<file path="src/rtl/instr_sequencer.sv">
// Fetch/decode sequencer for the 8-bit LEG-style core: fetches 4-byte instructions
// over a req/ack handshake, decodes operand/write-back enables and owns the PC.
module instr_sequencer #(
    parameter int DATA_W      = 8,
    parameter int STEP        = 4,
    parameter int COUNTER_REG = 6,
    parameter int INPUT_REG   = 7
) (
    input  logic              clk,
    input  logic              rst_n,
    input  logic              run,
    output logic [DATA_W-1:0] memAddr,
    output logic              memReq,
    input  logic [DATA_W-1:0] memData,
    input  logic              memAck,
    input  logic              condTrue,
    input  logic [DATA_W-1:0] wbVal,
    output logic [DATA_W-1:0] opcode1,
    output logic [DATA_W-1:0] opcode2,
    output logic [DATA_W-1:0] opcode3,
    output logic [DATA_W-1:0] opcode4,
    output logic [DATA_W-1:0] cnt,
    output logic              imm1,
    output logic              imm2,
    output logic              counterEnable1,
    output logic              counterEnable2,
    output logic              inputEnable1,
    output logic              inputEnable2,
    output logic              counterEnable3,
    output logic              conditionEnable,
    output logic              execValid
);

    typedef enum logic [2:0] {IDLE, F0, F1, F2, F3, EXEC} stateT;

    stateT             state;
    logic [DATA_W-1:0] nextCnt;

    // Decode is purely combinational from the latched bytes, qualified by EXEC
    always_comb begin
        execValid       = (state == EXEC);
        imm1            = execValid && opcode1[7];
        imm2            = execValid && opcode1[6];
        counterEnable1  = execValid && !opcode1[7] && (opcode2 == DATA_W'(COUNTER_REG));
        inputEnable1    = execValid && !opcode1[7] && (opcode2 == DATA_W'(INPUT_REG));
        counterEnable2  = execValid && !opcode1[6] && (opcode3 == DATA_W'(COUNTER_REG));
        inputEnable2    = execValid && !opcode1[6] && (opcode3 == DATA_W'(INPUT_REG));
        conditionEnable = execValid && opcode1[5] && condTrue;
        counterEnable3  = execValid && !opcode1[5] && (opcode4 == DATA_W'(COUNTER_REG));
    end

    // Jump target beats counter write-back, which beats sequential advance
    always_comb begin
        nextCnt = cnt + DATA_W'(STEP);
        if (conditionEnable)
            nextCnt = opcode4;
        else if (counterEnable3)
            nextCnt = wbVal;
    end

    always_ff @(posedge clk or negedge rst_n) begin
        if (!rst_n) begin
            state   <= IDLE;
            cnt     <= '0;
            memAddr <= '0;
            memReq  <= 1'b0;
            opcode1 <= '0;
            opcode2 <= '0;
            opcode3 <= '0;
            opcode4 <= '0;
        end else begin
            case (state)
                IDLE: begin
                    if (run) begin
                        state   <= F0;
                        memReq  <= 1'b1;
                        memAddr <= cnt;
                    end
                end
                F0: begin
                    if (memAck) begin
                        opcode1 <= memData;
                        memAddr <= cnt + DATA_W'(1);
                        state   <= F1;
                    end
                end
                F1: begin
                    if (memAck) begin
                        opcode2 <= memData;
                        memAddr <= cnt + DATA_W'(2);
                        state   <= F2;
                    end
                end
                F2: begin
                    if (memAck) begin
                        opcode3 <= memData;
                        memAddr <= cnt + DATA_W'(3);
                        state   <= F3;
                    end
                end
                F3: begin
                    if (memAck) begin
                        opcode4 <= memData;
                        memReq  <= 1'b0;
                        state   <= EXEC;
                    end
                end
                EXEC: begin
                    cnt <= nextCnt;
                    if (run) begin
                        state   <= F0;
                        memReq  <= 1'b1;
                        memAddr <= nextCnt;
                    end else begin
                        state <= IDLE;
                    end
                end
                default: begin
                    state  <= IDLE;
                    memReq <= 1'b0;
                end
            endcase
        end
    end

endmodule

</file>
<file path="config.mk">
export PLATFORM = sky130hd
export DESIGN_NAME = instr_sequencer
export DESIGN_NICKNAME = d
export VERILOG_FILES = /design/src/rtl/instr_sequencer.sv
export SDC_FILE = /design/constraint.sdc
export NUM_CORES = 1
export LEC_CHECK = 0
export ABC_AREA = 1
export BUFFER_PORTS_ARGS = -buffer_cell sky130_fd_sc_hd__buf_2
export CORE_MARGIN = 5
export CORE_UTILIZATION = 33
export CTS_BUF_LIST = sky130_fd_sc_hd__clkbuf_16
export DETAILED_ROUTE_END_ITERATION = 10
export GPL_TIMING_DRIVEN = 0
export PLACE_DENSITY = 0.56
export SETUP_SLACK_MARGIN = 0.5
export SLEW_MARGIN = 40
export SYNTH_ARGS = -nofsm -noshare
export SYNTH_HDL_FRONTEND = slang
export SYNTH_SLANG_ARGS = --single-unit
</file>
<file path="constraint.sdc">
create_clock -name clk -period 1.7 [get_ports clk]
set_input_delay 0.085 -clock clk [delete_from_list [all_inputs] [get_ports clk]]
set_output_delay 0.085 -clock clk [all_outputs]
set_load 0.005 [all_outputs]
</file>
==> impl_metrics.py <==
metrics = {
    "run_status": {
        "outcome": "complete, but fails checks",
        "violations": "negative setup slack",
    },
    "clocking": {
        "clk_pin_slew_ps": 70,
        "clock_latency_ps": 290,
        "htree_levels": 2,
        "numCtsBuffers": 5,
        "cts_tree": "yes",
        "cts_buffer_depth": 2,
        "cts_root_buf": "clkbuf_16",
        "clock-sinks": 52,
    },
    "routing": {
        "initialDrtViolationCount": 137,
        "via_count": 3283,
        "wire_per_inst_um": 16.4,
        "drcViolationCount": 0,
        "wl_um": 10400,
        "viasPerCell": 5.17,
        "ant_nets": 0,
        "firstDrtPassIters": 6,
    },
    "yosys": {
        "synth_largest_area_cell": "dfrtp_1",
        "synth.most_common_cell": "nand2_1",
        "synth.distinct_cells": 31,
        "synth.avg_cell_area_um2": 7.28,
        "synth_simple_gate_area_share_pct": 32.3,
        "syn_area_mm2": 0.00288,
        "synthTopCellsByArea": "dfrtp_1, nand2_1, o21ai_0",
        "synth_edf_count": 0,
        "synthTopCellsByCount": "nand2_1, dfrtp_1, inv_1",
        "yosysWarnings": 0,
        "synth-compound-area-share_pct": 12.6,
        "syn_nets": 420,
        "ys_seq_elements": 52,
        "netlist_instances": 396,
        "synth-xor-area-share_pct": 0.304,
        "yosysSeqAreaShare_pct": 45.2,
        "synth_fa_ha_area_share_pct": 1.30,
        "yosys-mux-area-fraction_pct": 0,
        "synth_top_family_by_area": "simple AND/OR/NAND/NOR gates",
        "synth.top_cell.area_share_pct": 45.2,
        "synth_top_flop_cell": "dfrtp_1",
        "async_reset_ff_share_pct": 100,
    },
    "sta": {
        "worst_pin_slew_ps": 713,
        "final.setup.worst_slack_ps": -88.4,
        "setup_viol": 8,
        "fin_crit_ps": 1790,
        "hold_violations": 0,
        "slew_headroom_pct": 52.5,
        "drv_slew": 0,
        "clock_skew_ps": 4.85,
        "grt_setup_unrepaired": "true",
        "post-route-period-util_pct": 105,
        "holdWs_ps": 122,
        "clock.fmax_mhz": 559,
    },
    "place": {
        "hpwl_um": 6860,
        "dpl-instance-area_mm2": 0.00354,
        "place_inst": 582,
        "numPortBuffers": 78,
        "place.gp.congestion": 0.907,
    },
    "global_route": {
        "track_usage_pct": 19.2,
        "grt_pass1_vias": 3189,
        "busiest_layer": "met2",
        "globalRouteMet3Util_pct": 5.03,
        "antenna_found_initial": 1,
        "grt_util_met1_pct": 24.4,
        "grt_pass1_wl_um": 16100,
        "grt_start_max_net_pins": 53,
        "gr-total-overflow": 0,
        "grt_use_met2_pct": 32.6,
    },
    "critical_path": {
        "crit_required_ps": 1890,
        "start_kind": "flop",
        "rr_worst_depth": 10,
        "crit_start": "state[2]",
        "path_cells": "buf_6 -> nand3_4 -> nor2_4 -> nand2_4 -> nand3_1 -> nand3_1 -> nand2_2 -> nand3_1 -> nand2_2 -> nand2_1",
        "worst_path_most_repeated_cell": "nand3_1",
        "r2r_slack_ps": -90,
        "cp_slowest_cell": "dfrtp_2",
        "critPathMaxStageDelay_ps": 460,
        "cp-endpoint": "memAddr[4]",
        "r2r-start": "state[2]",
        "cp-end-kind": "flop",
        "path_class": "reg2reg",
        "cp_max_fo": 8,
        "regToRegEndpoint": "memAddr[4]",
        "cp_data_arrival_time_ps": 1980,
    },
    "layout": {
        "fin_util_pct": 53.5,
        "syn_to_final_growth_pct": 60.3,
        "fin_area_mm2": 0.00462,
        "antenna_cells": 0,
        "drive_gt1_share_pct": 47.4,
        "fin_cells": 635,
        "fin_nets": 550,
    },
    "pwr": {
        "leakage_nw": 2.33,
        "p_total_w": 0.00920,
        "power.density_mw_per_mm2": 1990,
        "seq_power_share_pct": 27.7,
        "swShare_pct": 46.1,
        "p_sw_w": 0.00424,
        "pwr-share-clk_pct": 11.4,
        "intPower_w": 0.00496,
        "combPwrFrac_pct": 60.9,
        "ir_drop_mv": 0.765,
    },
    "die": {
        "start_util_pct": 33.4,
        "die_w_um": 103,
        "die_h_um": 103,
        "row_count": 34,
        "io_pins": 79,
        "core_area_mm2": 0.00864,
        "die_area_mm2": 0.0107,
    },
    "job": {
        "cap_viol_max_count": 0,
    },
    "worst_hold_path": {
        "holdPathStages": 3,
        "min_from": "memData[6]",
        "hp-class": "in2reg",
    },
}
[cells in the final DEF, fill, tap and decap left out, types with 2 or more instances in the layout]
master and n:
nand2_4 6, o21ai_2 13, nor3_4 2, inv_6 3, nor4_2 5, a21oi_2 3
buf_4 20, nand2_8 4, buf_2 75, nand3b_1 2, inv_4 4, clkbuf_16 7
nand2_1 76, inv_2 7, o21ai_0 12, inv_1 39, nor2_1 19, o211ai_1 2
nor2_4 8, nand2_2 27, dfrtp_2 5, buf_6 22, buf_12 4, nand3_4 3
nor2_2 10, nand3_2 8, a21oi_1 11, dfrtp_1 47, ha_1 2, nand3_1 29
o21ai_1 25, nand4_1 7, buf_8 7
[layout make-up]
cell class,instances,area [µm²]
Fill cell,814,4020
Multi-Input combinational cell,283,1780
Sequential cell,52,1310
Timing Repair Buffer,123,903
Inverter,53,231
Tap cell,108,135
Clock buffer,5,125
Buffer,8,115
Clock inverter,3,21.3
[per-layer routing]
| layer | wire [µm] | vias to the layer above | part of all wire, % |
|---|---|---|---|
| met5 | 13 | - | 0.12 |
| met4 | 137 | 2 | 1.3 |
| met3 | 827 | 12 | 7.9 |
| met2 | 5050 | 129 | 48 |
| met1 | 4380 | 1580 | 42 |
| li1 | - | 1560 | - |
[how the worst min path moves through the flow]
stage,slack [ps],end
finish,120,opcode1[6]
global route,140,opcode1[6]
CTS,120,opcode3[1]
detailed placement,190,cnt[6]
global placement,410,cnt[6]
floorplan,-210,cnt[0]
[state kept, by name, indices dropped and copies added, names as in the netlist]
name and cells:
cnt 8, opcode1 8, memReq 1, memAddr 8, opcode3 8, state 3
opcode4 8, opcode2 8
[stage by stage]
stage | worst slack, ps | setup TNS (ps)
2_1_floorplan | 114 | 0
3_3_place_gp | -144 | -455
3_5_place_dp | -149 | -508
4_1_cts | 19.3 | 0
5_1_grt | -170 | -1370
6_report | -88.4 | -337
[power groups by stage]
| stage | Sequential (W) | Clock [W] | Combinational, W |
|---|---|---|---|
| 5_1_grt | 0.00264 | 0.00112 | 0.00616 |
| 3_5_place_dp | 0.00249 | 0 | 0.00389 |
| 6_report | 0.00255 | 0.00105 | 0.00560 |
| 2_1_floorplan | 0.00243 | 0 | 0.00252 |
| 3_3_place_gp | 0.00247 | 0 | 0.00385 |
| 4_1_cts | 0.00248 | 0.00106 | 0.00476 |
[critical path, delay by kind of cell, from the launching register on]
kind / cells / cell delay, ps
buffers and inverters: 1 / 130
AND/OR/NAND/NOR: 9 / 1080
flip-flops: 1 / 460
[kinds of logic (layout without fill, tap and decap cells)]
| kind of cell | after synthesis | in the layout |
|---|---|---|
| buf+inv | 61 | 192 |
| flops | 52 | 52 |
| simple gates | 210 | 210 |
| xor+xnor | 1 | 1 |
| fa+ha+maj | 3 | 3 |
| compound gates | 69 | 69 |
[what timing repair did]
| action | CTS | global route |
|---|---|---|
| buffers inserted | 28 | 11 |
| resized for setup | 73 | 100 |
| hold buffers | 1 | 0 |
| cloned | 4 | 1 |
| setup endpoints to repair | 61 | 61 |
| hold endpoints to repair | 52 | 0 |
| pin swaps | 13 | 19 |
No activity file was read; power rests on OpenSTA's default activity.
